`src/rtl/mem_dump_pkg.sv`:
```
// Shared definitions for the BRAM-to-UART dump engine: sequencer states and
// bit-period derivation.
package mem_dump_pkg;

  typedef enum logic [2:0] {
    IDLE,
    READ,
    CAPTURE,
    SEND,
    NEXT
  } state_t;

  localparam int BAUD_W = 16;

  function automatic int clks_per_bit(int clock_rate, int baud_rate);
    return clock_rate / baud_rate;
  endfunction

endpackage

```
`src/rtl/uart_tx_byte.sv`:
```
// 8N1 serializer. ready also rises in the final cycle of the stop bit so a
// queued byte starts with no idle gap.
module uart_tx_byte
  import mem_dump_pkg::*;
#(
  parameter int CLKS_PER_BIT = 104
) (
  input  logic       clk,
  input  logic       rst,
  input  logic       send,
  input  logic [7:0] data,
  output logic       tx,
  output logic       ready
);

  logic              active;
  logic [3:0]        bit_cnt;
  logic [BAUD_W-1:0] baud_cnt;
  logic [8:0]        shreg;
  logic              bit_end;

  assign bit_end = (baud_cnt == BAUD_W'(CLKS_PER_BIT - 1));
  assign ready   = !active || (bit_cnt == 4'd9 && bit_end);

  always_ff @(posedge clk) begin
    if (rst) begin
      active   <= 1'b0;
      bit_cnt  <= '0;
      baud_cnt <= '0;
      shreg    <= '1;
      tx       <= 1'b1;
    end else if (send && ready) begin
      active   <= 1'b1;
      bit_cnt  <= '0;
      baud_cnt <= '0;
      shreg    <= {1'b1, data};
      tx       <= 1'b0;
    end else if (active) begin
      if (bit_end) begin
        baud_cnt <= '0;
        if (bit_cnt == 4'd9) begin
          active  <= 1'b0;
          bit_cnt <= '0;
          tx      <= 1'b1;
        end else begin
          // stop bit falls out of shreg after the eight data bits
          bit_cnt <= bit_cnt + 4'd1;
          tx      <= shreg[0];
          shreg   <= {1'b1, shreg[8:1]};
        end
      end else begin
        baud_cnt <= baud_cnt + BAUD_W'(1);
      end
    end
  end

endmodule

```
`src/rtl/mem_dump.sv`:
```
// Reads count words from BRAM starting at base and streams each one out of
// the UART as four little-endian bytes.
module mem_dump
  import mem_dump_pkg::*;
#(
  parameter int CLOCK_RATE = 12_000_000,
  parameter int BAUD_RATE  = 115200
) (
  input  logic        clk,
  input  logic        rst,
  input  logic        start,
  input  logic [10:0] base,
  input  logic [11:0] count,
  output logic        busy,
  output logic        done,
  output logic        mem_valid,
  output logic [10:0] mem_addr,
  input  logic [31:0] mem_rdata,
  output logic        tx
);

  localparam int CLKS_PER_BIT = clks_per_bit(CLOCK_RATE, BAUD_RATE);

  state_t      state;
  logic [11:0] remaining;
  logic [2:0]  byte_idx;
  logic [31:0] shbuf;
  logic        send;
  logic [7:0]  send_data;
  logic        ready;

  // byte 0 goes straight from mem_rdata so its start bit follows CAPTURE
  always_comb begin
    send      = 1'b0;
    send_data = shbuf[7:0];
    if (state == CAPTURE) begin
      send      = 1'b1;
      send_data = mem_rdata[7:0];
    end else if (state == SEND && ready && byte_idx != 3'd4) begin
      send = 1'b1;
    end
  end

  uart_tx_byte #(
    .CLKS_PER_BIT(CLKS_PER_BIT)
  ) u_tx (
    .clk  (clk),
    .rst  (rst),
    .send (send),
    .data (send_data),
    .tx   (tx),
    .ready(ready)
  );

  always_ff @(posedge clk) begin
    if (rst) begin
      state     <= IDLE;
      busy      <= 1'b0;
      done      <= 1'b0;
      mem_valid <= 1'b0;
      mem_addr  <= '0;
      remaining <= '0;
      byte_idx  <= '0;
      shbuf     <= '0;
    end else begin
      done      <= 1'b0;
      mem_valid <= 1'b0;
      case (state)
        IDLE: begin
          if (start) begin
            busy      <= 1'b1;
            mem_addr  <= base;
            remaining <= count;
            if (count == '0) begin
              state <= NEXT;
              done  <= 1'b1;
            end else begin
              state     <= READ;
              mem_valid <= 1'b1;
            end
          end
        end
        READ: state <= CAPTURE;
        CAPTURE: begin
          shbuf    <= {8'h00, mem_rdata[31:8]};
          byte_idx <= 3'd1;
          state    <= SEND;
        end
        SEND: begin
          if (ready) begin
            if (byte_idx == 3'd4) begin
              // done is raised here so it lands in the NEXT cycle
              byte_idx <= '0;
              done     <= (remaining <= 12'd1);
              state    <= NEXT;
            end else begin
              shbuf    <= {8'h00, shbuf[31:8]};
              byte_idx <= byte_idx + 3'd1;
            end
          end
        end
        NEXT: begin
          if (remaining != '0) remaining <= remaining - 12'd1;
          if (remaining > 12'd1) begin
            mem_addr  <= mem_addr + 11'd1;
            mem_valid <= 1'b1;
            state     <= READ;
          end else begin
            busy  <= 1'b0;
            state <= IDLE;
          end
        end
        default: state <= IDLE;
      endcase
    end
  end

endmodule

```
`config.mk`:
```
export PLATFORM = sky130hd
export DESIGN_NAME = mem_dump
export DESIGN_NICKNAME = d
export VERILOG_FILES = /design/src/rtl/mem_dump_pkg.sv /design/src/rtl/uart_tx_byte.sv /design/src/rtl/mem_dump.sv
export SDC_FILE = /design/constraint.sdc
export NUM_CORES = 1
export LEC_CHECK = 0
export ABC_AREA = 1
export BUFFER_PORTS_ARGS = -buffer_cell sky130_fd_sc_hd__buf_2
export CORE_AREA = 2 2 129 93
export DETAILED_ROUTE_END_ITERATION = 10
export DIE_AREA = 0 0 131 95
export HOLD_SLACK_MARGIN = 0.15
export PLACE_DENSITY = 0.64
export SETUP_SLACK_MARGIN = 0.2
export SYNTH_ARGS = -nofsm -noshare
export SYNTH_HDL_FRONTEND = slang
export SYNTH_SLANG_ARGS = --single-unit
```
`constraint.sdc`:
```
create_clock -name clk -period 2.2 [get_ports clk]
set_input_delay 0.11 -clock clk [delete_from_list [all_inputs] [get_ports clk]]
set_output_delay 0.11 -clock clk [all_outputs]
set_load 0.1 [all_outputs]
```
### Yosys cells after proc, flatten, opt, wreduce, memory -nomap -nowiden

Cells that the tools add are included.

| word-level totals | value |
|---|---|
| output and inout port bits | 15 |
| register bits | 94 |
| logic and storage cells | 106 |
| input bits | 58 |

| operators by class | value |
|---|---|
| muxes and demuxes | 47 |
| order comparisons | 2 |
| $add $sub $neg | 5 |
| reductions and logical operators | 23 |
| equal/unequal tests | 16 |

Operator list:

| cell | count |
|---|---|
| $mux 32 | 2 |
| $pmux 32 s2 | 1 |
| $mux 8 | 5 |
| $mux 12 | 2 |
| $pmux 12 s2 | 1 |
| $mux 11 | 2 |
| $pmux 11 s2 | 1 |
| $mux 1 | 20 |
| $mux 3 | 6 |
| $reduce_and 3->1 | 6 |
| $add 16x1->16 const B | 1 |
| $eq 16x7->1 const B | 1 |
| $mux 16 | 1 |
| $pmux 3 s5 | 1 |
| $ne 2x2->1 const B | 7 |
| $gt 12x1->1 const B | 1 |
| $le 12x1->1 const B | 1 |
| $logic_not 12->1 | 1 |
| $reduce_bool 12->1 | 1 |
| $sub 12x1->12 const B | 1 |
| $add 11x1->11 const B | 1 |
| $reduce_bool 2->1 | 4 |
| $eq 3x2->1 const B | 2 |
| $eq 3x3->1 const B | 2 |
| other kinds (15) | 22 |

### Depth between registers and ports, before layout

| logic depth | value |
|---|---|
| word-level depth | 10 |
| depth in mapped cells | 12 |
| depth with buffers taken out | 11 |

### Cells and area by module

Synthesis repeated with hierarchy kept, for this count alone.

| second synthesis, totals | value |
|---|---|
| cells, all modules | 732 |
| area total of the unflattened synthesis | 4724.5 µm² |

By module, submodules not included:

| module | sequential area each (µm²) | area each (µm²) | cells each | instances |
|---|---|---|---|---|
| mem_dump | 1121.1 | 3139.3 | 494 | 1 |
| uart_tx_byte | 600.6 | 1585.3 | 238 | 1 |

### Least setup slack after synthesis

No wires, ideal clock.

| path | value |
|---|---|
| path kind | flip-flop to flip-flop |
| start point | register mem_addr[0] |
| end point | register mem_addr[10] |
| slack | 0.025 ns |
| data required time | 2.136 ns |
| arrival time | 2.111 ns |
| stages on the path, launching flop included | 10 |
| path through | dfxtp_1 > ha_1 > nand3_1 > nor2_1 > nand3_1 > nand2_1 > nand3_1 > nand2_1 > inv_1 > nor2_1 |

| between the ends | value |
|---|---|
| longest elaborated chain between the ends | 3 |

Ends and longest elaborated chain:

| what | line | RTL |
|---|---|---|
| from (decl) | mem_dump.sv:17 | `output logic [10:0] mem_addr,` |
| from (signal assigned) | mem_dump.sv:72 | `mem_addr <= base;` |
| from (signal assigned) | mem_dump.sv:105 | `mem_addr <= mem_addr + 11'd1;` |
| $add 11x1->11 | mem_dump.sv:105 |  |
| $mux 11 | mem_dump.sv:104 | `if (remaining > 12'd1) begin` |
| $pmux 11 s2 | mem_dump.sv:68 | `case (state)` |

No other way between the ends. The select of a mux whose other input is x is not followed.
A chain may end at the register's enable or synchronous reset.

### Final worst setup path

| path | value |
|---|---|
| start point | register u_tx.baud_cnt[0] |
| end point | register u_tx.shreg[2] |

| between the ends | value |
|---|---|
| longest elaborated chain between the ends | 10 |
| elaborated cells on any way between the ends | 13 |
| classes of those cells | eq/ne (2); mux (3); reduce/logical (8) |

Ends and longest elaborated chain:

| what | line | RTL |
|---|---|---|
| from (decl) | uart_tx_byte.sv:18 | `logic [BAUD_W-1:0] baud_cnt;` |
| from (signal assigned) | uart_tx_byte.sv:52 | `baud_cnt <= baud_cnt + BAUD_W'(1);` |
| $eq 16x7->1 * | uart_tx_byte.sv:22 | `assign bit_end = (baud_cnt == BAUD_W'(CLKS_PER_BIT - 1));` |
| $logic_and 1x1->1 | uart_tx_byte.sv:23 | `assign ready = !active \|\| (bit_cnt == 4'd9 && bit_end);` |
| $logic_or 1x1->1 | uart_tx_byte.sv:23 |  |
| $logic_and 1x1->1 (2 in a row) | mem_dump.sv:39 | `end else if (state == SEND && ready && byte_idx != 3'd4) begin` |
| $mux 1 | mem_dump.sv:39 |  |
| $mux 1 | mem_dump.sv:36 | `if (state == CAPTURE) begin` |
| $logic_and 1x1->1 | uart_tx_byte.sv:32 | `end else if (send && ready) begin` |
| $ne 2x2->1 (no source line) or $reduce_bool 2->1 (tied branches) | - |  |
| $reduce_and 3->1 (no source line) | - |  |
| to (signal assigned) | uart_tx_byte.sv:36 | `shreg <= {1'b1, data};` |
| to (signal assigned) | uart_tx_byte.sv:49 | `shreg <= {1'b1, shreg[8:1]};` |
| to (decl) | uart_tx_byte.sv:19 | `logic [8:0] shreg;` |

Every way passes the cells marked *; elsewhere a longest branch is shown, timed or not.

==> results.json <==
{
  "synthCells": 794,
  "r2r_end": "u_tx.shreg[2]",
  "yosysSeqAreaShare": 0.348,
  "fmaxAchievable_mhz": 530,
  "diodes": 0,
  "finalHoldViolations": 0,
  "fin_nets": 948,
  "min_from": "mem_rdata[4]",
  "power_density_nw_per_um2": 1210,
  "grt_pass1_wl_mm": 21.7,
  "die_y_um": 95,
  "multi_input_area_um2": 2830,
  "syn-num-nets": 859,
  "io_pins": 73,
  "ys.flop_type": "dfxtp_1",
  "crit_required_ns": 2.41,
  "leakage_nw": 2.83,
  "seq_area_um2": 1720,
  "wirelength_mm": 12.7,
  "portBuffers": 72,
  "layout.cells.non_filler": 1044,
  "drt_first_pass_iters": 5,
  "path_delay_family": "simple AND/OR/NAND/NOR gates",
  "drc": 0,
  "synthToLayoutAreaGrowth_pct": 22.3,
  "status": "finished, final reports clean",
  "antenna_found_initial": 0,
  "crit_fanout": 11,
  "cp-startpoint": "u_tx.baud_cnt[0]",
  "rsz0062_at_grt": "true",
  "crit_path_cell_trace": "ha_1 -> nand2_1 -> inv_1 -> nand2_1 -> nor2_1 -> nand3_1 -> nand2_2 -> buf_4 -> nand3_1 -> nand2_1 -> nand3_1",
  "synth_area_um2": 4950,
  "fillCellCount": 1122,
  "critPathBufInv": 2,
  "worst_ir_drop_vdd_v": 0.000553,
  "htree_levels": 3,
  "cts.clk_slew.worst_paths_ns": 0.06,
  "tightest_slew_ns": 0.607,
  "arrival_ns": 2.10,
  "post_drt_via_cell_ratio": 4.98,
  "cts_setup_buffers": 0,
  "die-area_um2": 12400,
  "start_kind": "flop",
  "row_count": 33,
  "ff2ff_setup_slack_ns": 0.31,
  "critPathMaxStageDelay_ns": 0.38,
  "path_class": "flop to flop",
  "tritoncts": "done",
  "yosys_warnings": 0,
  "overflow": 0,
  "start_util": 0.436,
  "dp_cells": 1008,
  "final_max_slew_viol_count": 0,
  "reg2reg_depth": 11,
  "async_reset_ff_frac": 0,
  "numCtsBuffers": 9,
  "gr-usage-all-layers": 0.215,
  "design_area_um2": 6060,
  "clock_skew_ns": 0.00659,
  "synth_edf_count": 0,
  "cts_num_sinks": 86,
  "root_buffer": "clkbuf_16",
  "reg2reg_from": "u_tx.baud_cnt[0]",
  "min_period_ns": 1.89,
  "slew_headroom": 0.592,
  "drv_cap": 0,
  "ys_ff_latch": 86,
  "routedWlPerCell_um": 12.1,
  "hold_end": "u_tx.shreg[4]",
  "worstHoldPathCells": 5,
  "setup_tns_ns": 0,
  "dieWidth_um": 131,
  "postPlaceCellArea_um2": 5470,
  "dp_hpwl_mm": 8.94,
  "layout-drive-gt1-share": 0.156,
  "drt_iter0_markers": 393,
  "design.core.area_um2": 11400,
  "worstSkewPairLatency_ns": 0.34,
  "hp-class": "primary input to flop",
  "slowest_stage": "dfxtp_1",
  "postRouteAntennaNets": 0,
  "end_kind": "flop",
  "post-route-period-util": 0.858,
  "routabilityCongestion": 0.867,
  "ys_types": 34,
  "setup_violations": 0,
  "first_global_vias": 4889,
  "via_count": 5200,
  "cts.path.max_buffers": 2,
  "synth.avg_cell_area_um2": 6.24,
  "grt_max_degree": 30
}
worst reg2reg max path: stages (launching register included):
cell and delay [ns]:
dfxtp_1 0.38, ha_1 0.22, nand2_1 0.11, inv_1 0.06
nand2_1 0.04, nor2_1 0.13, nand3_1 0.19, nand2_2 0.18
buf_4 0.20, nand3_1 0.11, nand2_1 0.08, nand3_1 0.06
cells in the mapped netlist, types with 10 or more instances:
cell        n  area share
nand4_1    18       0.023
nand3_1    60       0.061
a21oi_1    42       0.042
nor2_1    112       0.085
nand2_1   256        0.19
clkbuf_1   10      0.0076
o21ai_0    29       0.029
nor3_1     13       0.013
inv_1      65       0.049
dfxtp_1    86        0.35
buf_2      14       0.014
nand3b_1   20       0.030
sequential cells by signal (all words and copies together), names as in the netlist:
| register | cells |
|---|---|
| u_tx.shreg | 8 |
| mem_addr | 11 |
| u_tx.active | 1 |
| state | 3 |
| byte_idx | 3 |
| mem_valid | 1 |
| u_tx.baud_cnt | 16 |
| remaining | 12 |
| shbuf | 24 |
| done | 1 |
| busy | 1 |
| u_tx.tx | 1 |
| u_tx.bit_cnt | 4 |
layer usage:
layer | vias to the layer above | routed length (um) | track usage
li1 | 2697 | - | -
met1 | 2340 | 6310 | 0.294
met2 | 147 | 5550 | 0.344
met3 | 16 | 653 | 0.0448
met4 | 0 | 143 | 0.0594
met5 | - | 0 | 0
cell usage in the layout (no fill, tap or decap), types with 7 or more instances in the layout:
cell,instances
a21oi_1,41
buf_2,72
buf_4,10
clkbuf_16,9
dfxtp_1,84
dlygate4sd3_1,21
ha_1,7
inv_1,64
inv_2,10
nand2_1,255
nand2_2,7
nand3_1,60
nand3b_1,20
nand4_1,18
nor2_1,112
nor3_1,13
o21ai_0,29
or2_2,9
xor2_1,8
per-stage QoR:
| stage | setup WS [ns] | total power, mW | utilization | hold slack, ns |
|---|---|---|---|---|
| after floorplan | 0.201 | 4.89 | - | 0.258 |
| after detailed placement | 0.265 | 5.51 | 0.482 | 0.371 |
| after CTS | 0.254 | 7.30 | 0.530 | 0.153 |
| final | 0.312 | 7.35 | 0.533 | 0.162 |
| after global routing | 0.155 | 7.94 | 0.533 | 0.180 |
| after global placement | 0.329 | 5.46 | 0.482 | 0.365 |
timing repair:
item                                    CTS  global route
gates resized for setup                   0            12
hold buffers                             21             0
endpoints found under the setup margin    0            43
endpoints found under the hold margin    23             0
report_power, final:
group	internal, mW	total [mW]	switching [mW]
Combinational	1.03	3.31	2.28
Clock	1.13	1.74	0.607
Sequential	2.00	2.31	0.307
Total	4.16	7.35	3.19
cell type report:
class,instances,area share
clock inverter,4,0.0157
clock buffer,11,0.0401
sequential,86,0.285
inverter,77,0.0498
multi-input combinational,604,0.466
tap,157,0.0324
timing repair buffer,105,0.111
worst max path at each step:
| stage | to | cells past startpoint |
|---|---|---|
| after global placement | u_tx.baud_cnt[6] | 11 |
| after CTS | u_tx.baud_cnt[11] | 11 |
| after global routing | u_tx.shreg[1] | 11 |
| after floorplan | mem_addr[10] | 8 |
| final | u_tx.shreg[2] | 11 |
| after detailed placement | u_tx.baud_cnt[11] | 11 |
logic make-up (layout without fill, tap and decap cells):
group	after synthesis	after routing	share of synthesized area
buffers and inverters	104	197	0.0864
xor gates and xnor gates	11	11	0.0195
DFF	86	86	0.348
and+or+nand+nor	509	509	0.450
AOI/OAI and AO/OA	77	77	0.0791
adders and majority gates	7	7	0.0177
Power figures use the tool's default switching activity.
